==> src/rtl/bcd_tick_counter.sv <==
// bcd_tick_counter: packed-BCD up/down counter stepped by the divider tick.
// Ports:
//   i_clk, i_reset (async, active-low)
//   i_tick        step enable (one step per high cycle)
//   i_up          direction, 1 = increment, 0 = decrement
//   i_clear       synchronous clear (highest priority)
//   i_load        synchronous load of i_load_value (rejected if any nibble > 9)
//   i_load_value  packed BCD load value, digit 0 in [3:0]
//   o_bcd         registered packed BCD count
//   o_carry       one-cycle pulse when a tick hits the upper/lower limit
//   o_load_err    one-cycle pulse when a load is rejected
//   o_zero        high while o_bcd is all zero
module bcd_tick_counter #(
    parameter int P_DIGITS = 4,
    parameter int P_WRAP   = 1
) (
    input  logic                  i_clk,
    input  logic                  i_reset,
    input  logic                  i_tick,
    input  logic                  i_up,
    input  logic                  i_clear,
    input  logic                  i_load,
    input  logic [4*P_DIGITS-1:0] i_load_value,
    output logic [4*P_DIGITS-1:0] o_bcd,
    output logic                  o_carry,
    output logic                  o_load_err,
    output logic                  o_zero
);

    localparam int W = 4 * P_DIGITS;

    logic [W-1:0] bcd_q;
    logic [W-1:0] bcd_d;
    logic [W-1:0] step_val;
    logic         carry_q;
    logic         carry_d;
    logic         err_q;
    logic         err_d;
    logic         load_ok;
    logic         chain;
    logic [3:0]   dig;

    // Ripple the step through the digits: a digit moves only while every
    // lower digit sits at its roll-over value. The chain surviving past the
    // top digit means the whole count was at the limit.
    always_comb begin
        step_val = bcd_q;
        chain    = 1'b1;
        load_ok  = 1'b1;
        dig      = '0;
        for (int k = 0; k < P_DIGITS; k++) begin
            dig = bcd_q[4*k +: 4];
            if (i_load_value[4*k +: 4] > 4'd9) begin
                load_ok = 1'b0;
            end
            if (chain) begin
                if (i_up) begin
                    step_val[4*k +: 4] = (dig == 4'd9) ? 4'd0 : dig + 4'd1;
                end else begin
                    step_val[4*k +: 4] = (dig == 4'd0) ? 4'd9 : dig - 4'd1;
                end
            end
            chain = chain & (i_up ? (dig == 4'd9) : (dig == 4'd0));
        end
    end

    // Priority clear > load > tick. At the limit the stepped value already
    // equals the wrapped value, so saturation simply keeps the old count.
    always_comb begin
        bcd_d   = bcd_q;
        carry_d = 1'b0;
        err_d   = 1'b0;
        if (i_clear) begin
            bcd_d = '0;
        end else if (i_load) begin
            if (load_ok) begin
                bcd_d = i_load_value;
            end else begin
                err_d = 1'b1;
            end
        end else if (i_tick) begin
            carry_d = chain;
            if (!chain || (P_WRAP != 0)) begin
                bcd_d = step_val;
            end
        end
    end

    always_ff @(posedge i_clk or negedge i_reset) begin
        if (!i_reset) begin
            bcd_q   <= '0;
            carry_q <= 1'b0;
            err_q   <= 1'b0;
        end else begin
            bcd_q   <= bcd_d;
            carry_q <= carry_d;
            err_q   <= err_d;
        end
    end

    assign o_bcd      = bcd_q;
    assign o_carry    = carry_q;
    assign o_load_err = err_q;
    assign o_zero     = (bcd_q == '0);

endmodule

==> config.mk <==
export PLATFORM = sky130hd
export DESIGN_NAME = bcd_tick_counter
export DESIGN_NICKNAME = d
export VERILOG_FILES = /design/src/rtl/bcd_tick_counter.sv
export SDC_FILE = /design/constraint.sdc
export NUM_CORES = 1
export LEC_CHECK = 0
export CAP_MARGIN = 20
export CORE_MARGIN = 2
export CORE_UTILIZATION = 45
export CTS_BUF_LIST = sky130_fd_sc_hd__clkbuf_2 sky130_fd_sc_hd__clkbuf_4 sky130_fd_sc_hd__clkbuf_8
export CTS_CLUSTER_SIZE = 24
export DETAILED_ROUTE_END_ITERATION = 6
export GPL_TIMING_DRIVEN = 0
export HOLD_SLACK_MARGIN = 0.1
export PLACE_DENSITY_LB_ADDON = 0.3
export RECOVER_POWER = 50
export SYNTH_ARGS = -nofsm -noshare
export SYNTH_HDL_FRONTEND = slang
export SYNTH_SLANG_ARGS = --single-unit
==> constraint.sdc <==
create_clock -name i_clk -period 2.3 [get_ports i_clk]
set_input_delay 0.23 -clock i_clk [delete_from_list [all_inputs] [get_ports i_clk]]
set_output_delay 0.23 -clock i_clk [all_outputs]
set_load 0.1 [all_outputs]
**After elaboration in Yosys (flattened, before gate mapping)**

Index checks and enable logic that the tools add are counted.

- Flip-flop bits (word level): 18
- Input port bits: 22
- Output and inout bits: 19
- Logic and storage cells: 72

- Add/sub/neg operators: 8
- Order comparisons: 4
- Equal/unequal tests: 5
- Multiplexer cells: 33
- Bitwise operators: 3
- Reduce and logical (&&, ||, !) cells: 13

Operators with widths:

| operator | count |
|---|---|
| 16-bit two-way mux | 4 |
| 4-bit two-way mux | 15 |
| 4-bit by 1-bit adder with 4-bit output (second input constant) | 4 |
| 4-bit == test (second input constant) | 4 |
| 4-bit greater-than comparator (second input constant) | 4 |
| 16-bit zero test | 1 |
| 4-bit zero test | 4 |
| 4-bit by 1-bit subtractor with 4-bit output (second input constant) | 4 |
| 1-bit two-way mux | 14 |
| 3-bit nonzero test | 4 |
| 3-bit AND reduction | 3 |
| 1-bit bitwise AND | 3 |
| 3-bit by 2-bit inequality test with 1-bit output (second input constant) | 1 |
| 2-bit AND reduction | 1 |

**Depth between registers and ports, before layout**

- Word-level depth: 8
- Gate-level depth with buffers: 8
- Gate-level depth less buffers: 7

**Worst setup path before layout**

OpenSTA, ideal clock, no wires.

- Path kind: reg2out
- Start point: register bcd_q[13], in the netlist o_bcd[13]
- End point: output o_zero
- Data arrival time: 4497 ps
- Data required time: 2070 ps
- Path slack: -2427 ps
- Stages on the path, launching flop included: 5
- Path buffers: 0
- Cells stage by stage: dfrtp_1 inv_1 ha_1 or3b_2 nor4_1

- Word-level cells in the longest chain between the ends: 1

RTL lines:

| item | line | text |
|---|---|---|
| start, declared | 32 | `logic [W-1:0] bcd_q;` |
| start signal, assigned | 91 | `bcd_q <= '0;` |
| start signal, assigned | 95 | `bcd_q <= bcd_d;` |
| 16-bit zero test | 104 | `assign o_zero = (bcd_q == '0);` |
| end, declared | 27 | `output logic o_zero` |

No other way between the ends.

**Worst setup path after layout**

- Start point: input i_load_value[6]
- End point: register bcd_q[15], in the netlist o_bcd[15]

- Word-level cells in the longest chain between the ends: 6

RTL lines:

| item | line | text |
|---|---|---|
| start, declared | 23 | `input logic [4*P_DIGITS-1:0] i_load_value,` |
| 4-bit greater-than comparator | 53 | `if (i_load_value[4*k +: 4] > 4'd9) begin` |
| 1-bit two-way mux (3 in series) | 53 |  |
| 3-bit by 2-bit inequality test with 1-bit output (no line) | n/a |  |
| 3-bit AND reduction (no line) | n/a |  |

No other way between the ends.
A chain may end at the register's enable or synchronous reset.

==> impl_metrics.yaml <==
global_routing:
  globalRoute.totalOverflow: 0
  globalRouteTotalUtil_pct: 22.1
  grt_pass1_vias: 1538
  grt_start_max_net_pins: 19
  first_pass_grt_wire_length_mm: 7.36
  antenna_violations_before_repair: 0
cts:
  ctsHoldBuffers: 0
  clk_pin_slew_worst_paths_ns: 0.07
  h_tree_depth: 1
  cts_buffers: 3
  tritoncts: "yes"
  clock_insertion_delay_worst_skew_ns: 0.25
  clockRootBuffer: "sky130_fd_sc_hd__clkbuf_8"
  cts.sinks: 18
  max-clock-path-buffers: 2
critical_path:
  cp_cell_sequence: "clkdlybuf4s50_1 > o21ai_0 > a41oi_1 > nor2_4 > a21boi_4 > mux2_4"
  critPathCaptureType: "flop"
  arrival_ns: 2.37
  crit_fanout: 9
  critical_path_class: "in2reg"
  setup.worst_path.start_class: "input pin"
  cp_top_family: "compound AO/OA/AOI/OAI gates"
  timing.critical_path.slowest_stage_cell: "sky130_fd_sc_hd__clkdlybuf4s50_1"
  path_buf_inv: 1
  cp.required_ns: 2.44
  critical-path-max-stage-delay_ns: 0.44
yosys:
  synth.net_count: 233
  synth.ff_latch_count: 18
  synthesis.instances: 199
  ys.flop_type: "sky130_fd_sc_hd__dfrtp_1"
  synth_edf_count: 0
  synth.avg_cell_area_sq_um: 8.44
  synthArstFlopShare_pct: 100
  mappedNetlistArea_sq_mm: 0.00168
  post_synth_num_cell_types: 48
  synth.yosys.seq_area_share_pct: 26.8
  yosys_warnings: 0
layout:
  finalNonFillerCells: 293
  mostFrequentLayoutCell: "sky130_fd_sc_hd__clkdlybuf4s50_1"
  fin_area_sq_mm: 0.00235
  drive_gt1_share_pct: 22.0
  antenna_cells_inserted: 0
  num-nets-final: 280
  mostFrequentLayoutCells: "sky130_fd_sc_hd__clkdlybuf4s50_1 (31), sky130_fd_sc_hd__nand2_1 (19), sky130_fd_sc_hd__nor2_1 (16)"
  area_growth_syn_to_layout_pct: 40.1
  n_fill_cell: 330
sta:
  part_of_the_cycle_the_worst_path_needs_pct: 96.8
  max_slew.worst_pin.slew_ns: 0.978
  hold_violations: 0
  clock_skew_ns: 0.00101
  max_slew_margin_pct: 34.6
  finalHoldWorstSlack_ns: 0.514
  layout_min_cycle_time_ns: 2.23
  drv_slew: 0
  number_of_setup_violations_in_the_final_report: 0
  fmax_mhz: 449
detailed_routing:
  route.final.wire_length_mm: 4.46
  route.antenna.remaining_nets: 0
  wl_per_cell_um: 15.2
  route.detailed.drc: 0
  routed-via-count: 1670
  vias_per_cell: 5.70
  detailedRoute.firstPassIterationCount: 5
  drt_first_iter_violations: 138
placement:
  io_buffer_count: 40
  hpwlAfterDp_mm: 3.25
  detailed_place.area_sq_mm: 0.00225
  placedCellCount: 287
  finalWeightedCongestion: 0.880
flow_run:
  drv_cap: 0
status:
  run_status: "finished, final reports clean"
floorplan:
  dieHeight_um: 65.1
  floorplan.core_area_sq_mm: 0.00363
  die_area_sq_mm: 0.00424
  initial_utilization_pct: 46.2
  rows: 22
  fp.dieW_um: 65.1
  pin_count: 41
power:
  total_leakage_power_nw: 0.910
  peakVddDrop_uv: 666
  power.density_cell_area_mw_per_mm2: 835
min_path:
  path_type_of_the_worst_min_delay_path: "in2async"
==> per-stage QoR <==
step	total power, mW	setup TNS [ns]	utilization [%]	worst slack, ns
6_report	1.97	0	64.8	0.0735
5_1_grt	2.07	-0.00854	64.8	-0.00501
4_1_cts	1.93	0	63.5	0.0160
3_5_place_dp	1.69	-1.77	61.9	-0.540
3_3_place_gp	1.67	-1.45	61.9	-0.534
2_1_floorplan	1.41	-0.253	-	-0.253
==> state kept, by name, summed over array words and instances (netlist names) <==
| name | cells |
|---|---|
| o_bcd | 16 |
| o_carry | 1 |
| o_load_err | 1 |
==> final timing paths <==
kind	slack (ns)	end	from	cells after the start
max	0.07	o_bcd[15]	i_load_value[6]	6
min	0.51	o_bcd[9]	i_reset	1
max reg2reg	0.10	o_bcd[15]	o_bcd[8]	7
min reg2reg	0.65	o_bcd[5]	o_bcd[5]	2
max in group asynchronous	1.18	o_bcd[1]	i_reset	1
min in group i_clk	0.59	o_bcd[6]	i_load_value[6]	3
==> timing repair <==
action,CTS,global route
pin swaps,1,2
setup endpoints to repair,5,4
buffers inserted,1,1
gates resized for setup,7,10
==> report_power, final <==
group	total, mW	internal, mW	switching (mW)
sequential	0.515	0.401	0.115
combinational	1.21	0.426	0.784
clock	0.241	0.135	0.106
total	1.97	0.961	1.00
==> cells in the mapped netlist, types with 2 or more instances <==
library cell	count	share of area, %
sky130_fd_sc_hd__clkbuf_1	4	0.89
sky130_fd_sc_hd__a32oi_1	2	1.0
sky130_fd_sc_hd__a41oi_1	3	1.6
sky130_fd_sc_hd__o211ai_1	3	1.3
sky130_fd_sc_hd__a21oi_1	15	4.5
sky130_fd_sc_hd__ha_1	12	8.9
sky130_fd_sc_hd__a21o_1	2	0.89
sky130_fd_sc_hd__nor3_1	4	1.2
sky130_fd_sc_hd__mux2i_1	4	2.4
sky130_fd_sc_hd__mux2_4	4	3.6
sky130_fd_sc_hd__nor2_1	17	3.8
sky130_fd_sc_hd__nor4_1	2	0.74
sky130_fd_sc_hd__xnor2_1	6	3.1
sky130_fd_sc_hd__a31oi_1	4	1.5
sky130_fd_sc_hd__o21bai_1	3	1.3
sky130_fd_sc_hd__dfrtp_1	18	27
sky130_fd_sc_hd__buf_6	2	1.3
sky130_fd_sc_hd__a22oi_1	6	2.7
sky130_fd_sc_hd__nor2b_1	7	2.6
sky130_fd_sc_hd__o21ai_0	12	3.6
sky130_fd_sc_hd__nand3_1	3	0.89
sky130_fd_sc_hd__inv_1	12	2.7
sky130_fd_sc_hd__nor3b_1	3	1.3
sky130_fd_sc_hd__nand2b_1	2	0.74
sky130_fd_sc_hd__a211oi_1	3	1.3
sky130_fd_sc_hd__buf_2	4	1.2
sky130_fd_sc_hd__nand4_1	2	0.74
sky130_fd_sc_hd__a221oi_1	2	1.0
sky130_fd_sc_hd__nand2_1	19	4.2
==> worst reg2reg max path: cells and delay by family (launching register included) <==
kind                       cells  cell delay [ns]
and+or+nand+nor                2             0.22
AOI/OAI and AO/OA              2             0.72
muxes                          1             0.32
adders and majority gates      1             0.17
buffers and inverters          1             0.14
DFF                            1             0.52
==> final cells by class <==
class                           count  area [sq um]  share of cell area [%]
Timing Repair Buffer               42           417                    17.7
Buffer                             11          63.8                    2.71
Tap cell                           48          60.1                    2.55
Multi-Input combinational cell    158          1220                    51.9
Clock buffer                        4          48.8                    2.07
Sequential cell                    18           494                    21.0
Inverter                           12          50.0                    2.13
==> per-layer routing <==
layer  global-route usage (%)  routed length [um]  vias to the layer above
met1                     32.1                2030                      780
met2                     35.4                2120                       60
met5                        0                   0                        -
met3                     2.40                 246                        9
li1                         -                   -                      821
met4                     5.47                  57                        0
==> logic make-up after synthesis <==
| family | synth area share, % |
|---|---|
| and+or+nand+nor | 20.1 |
| AOI/OAI and AO/OA | 28.1 |
| buffers and inverters | 6.33 |
| DFF | 26.8 |
| adders and majority gates | 8.93 |
| muxes | 6.63 |
| xor gates and xnor gates | 3.13 |
Note: power is estimated with default switching activity, not from simulation.
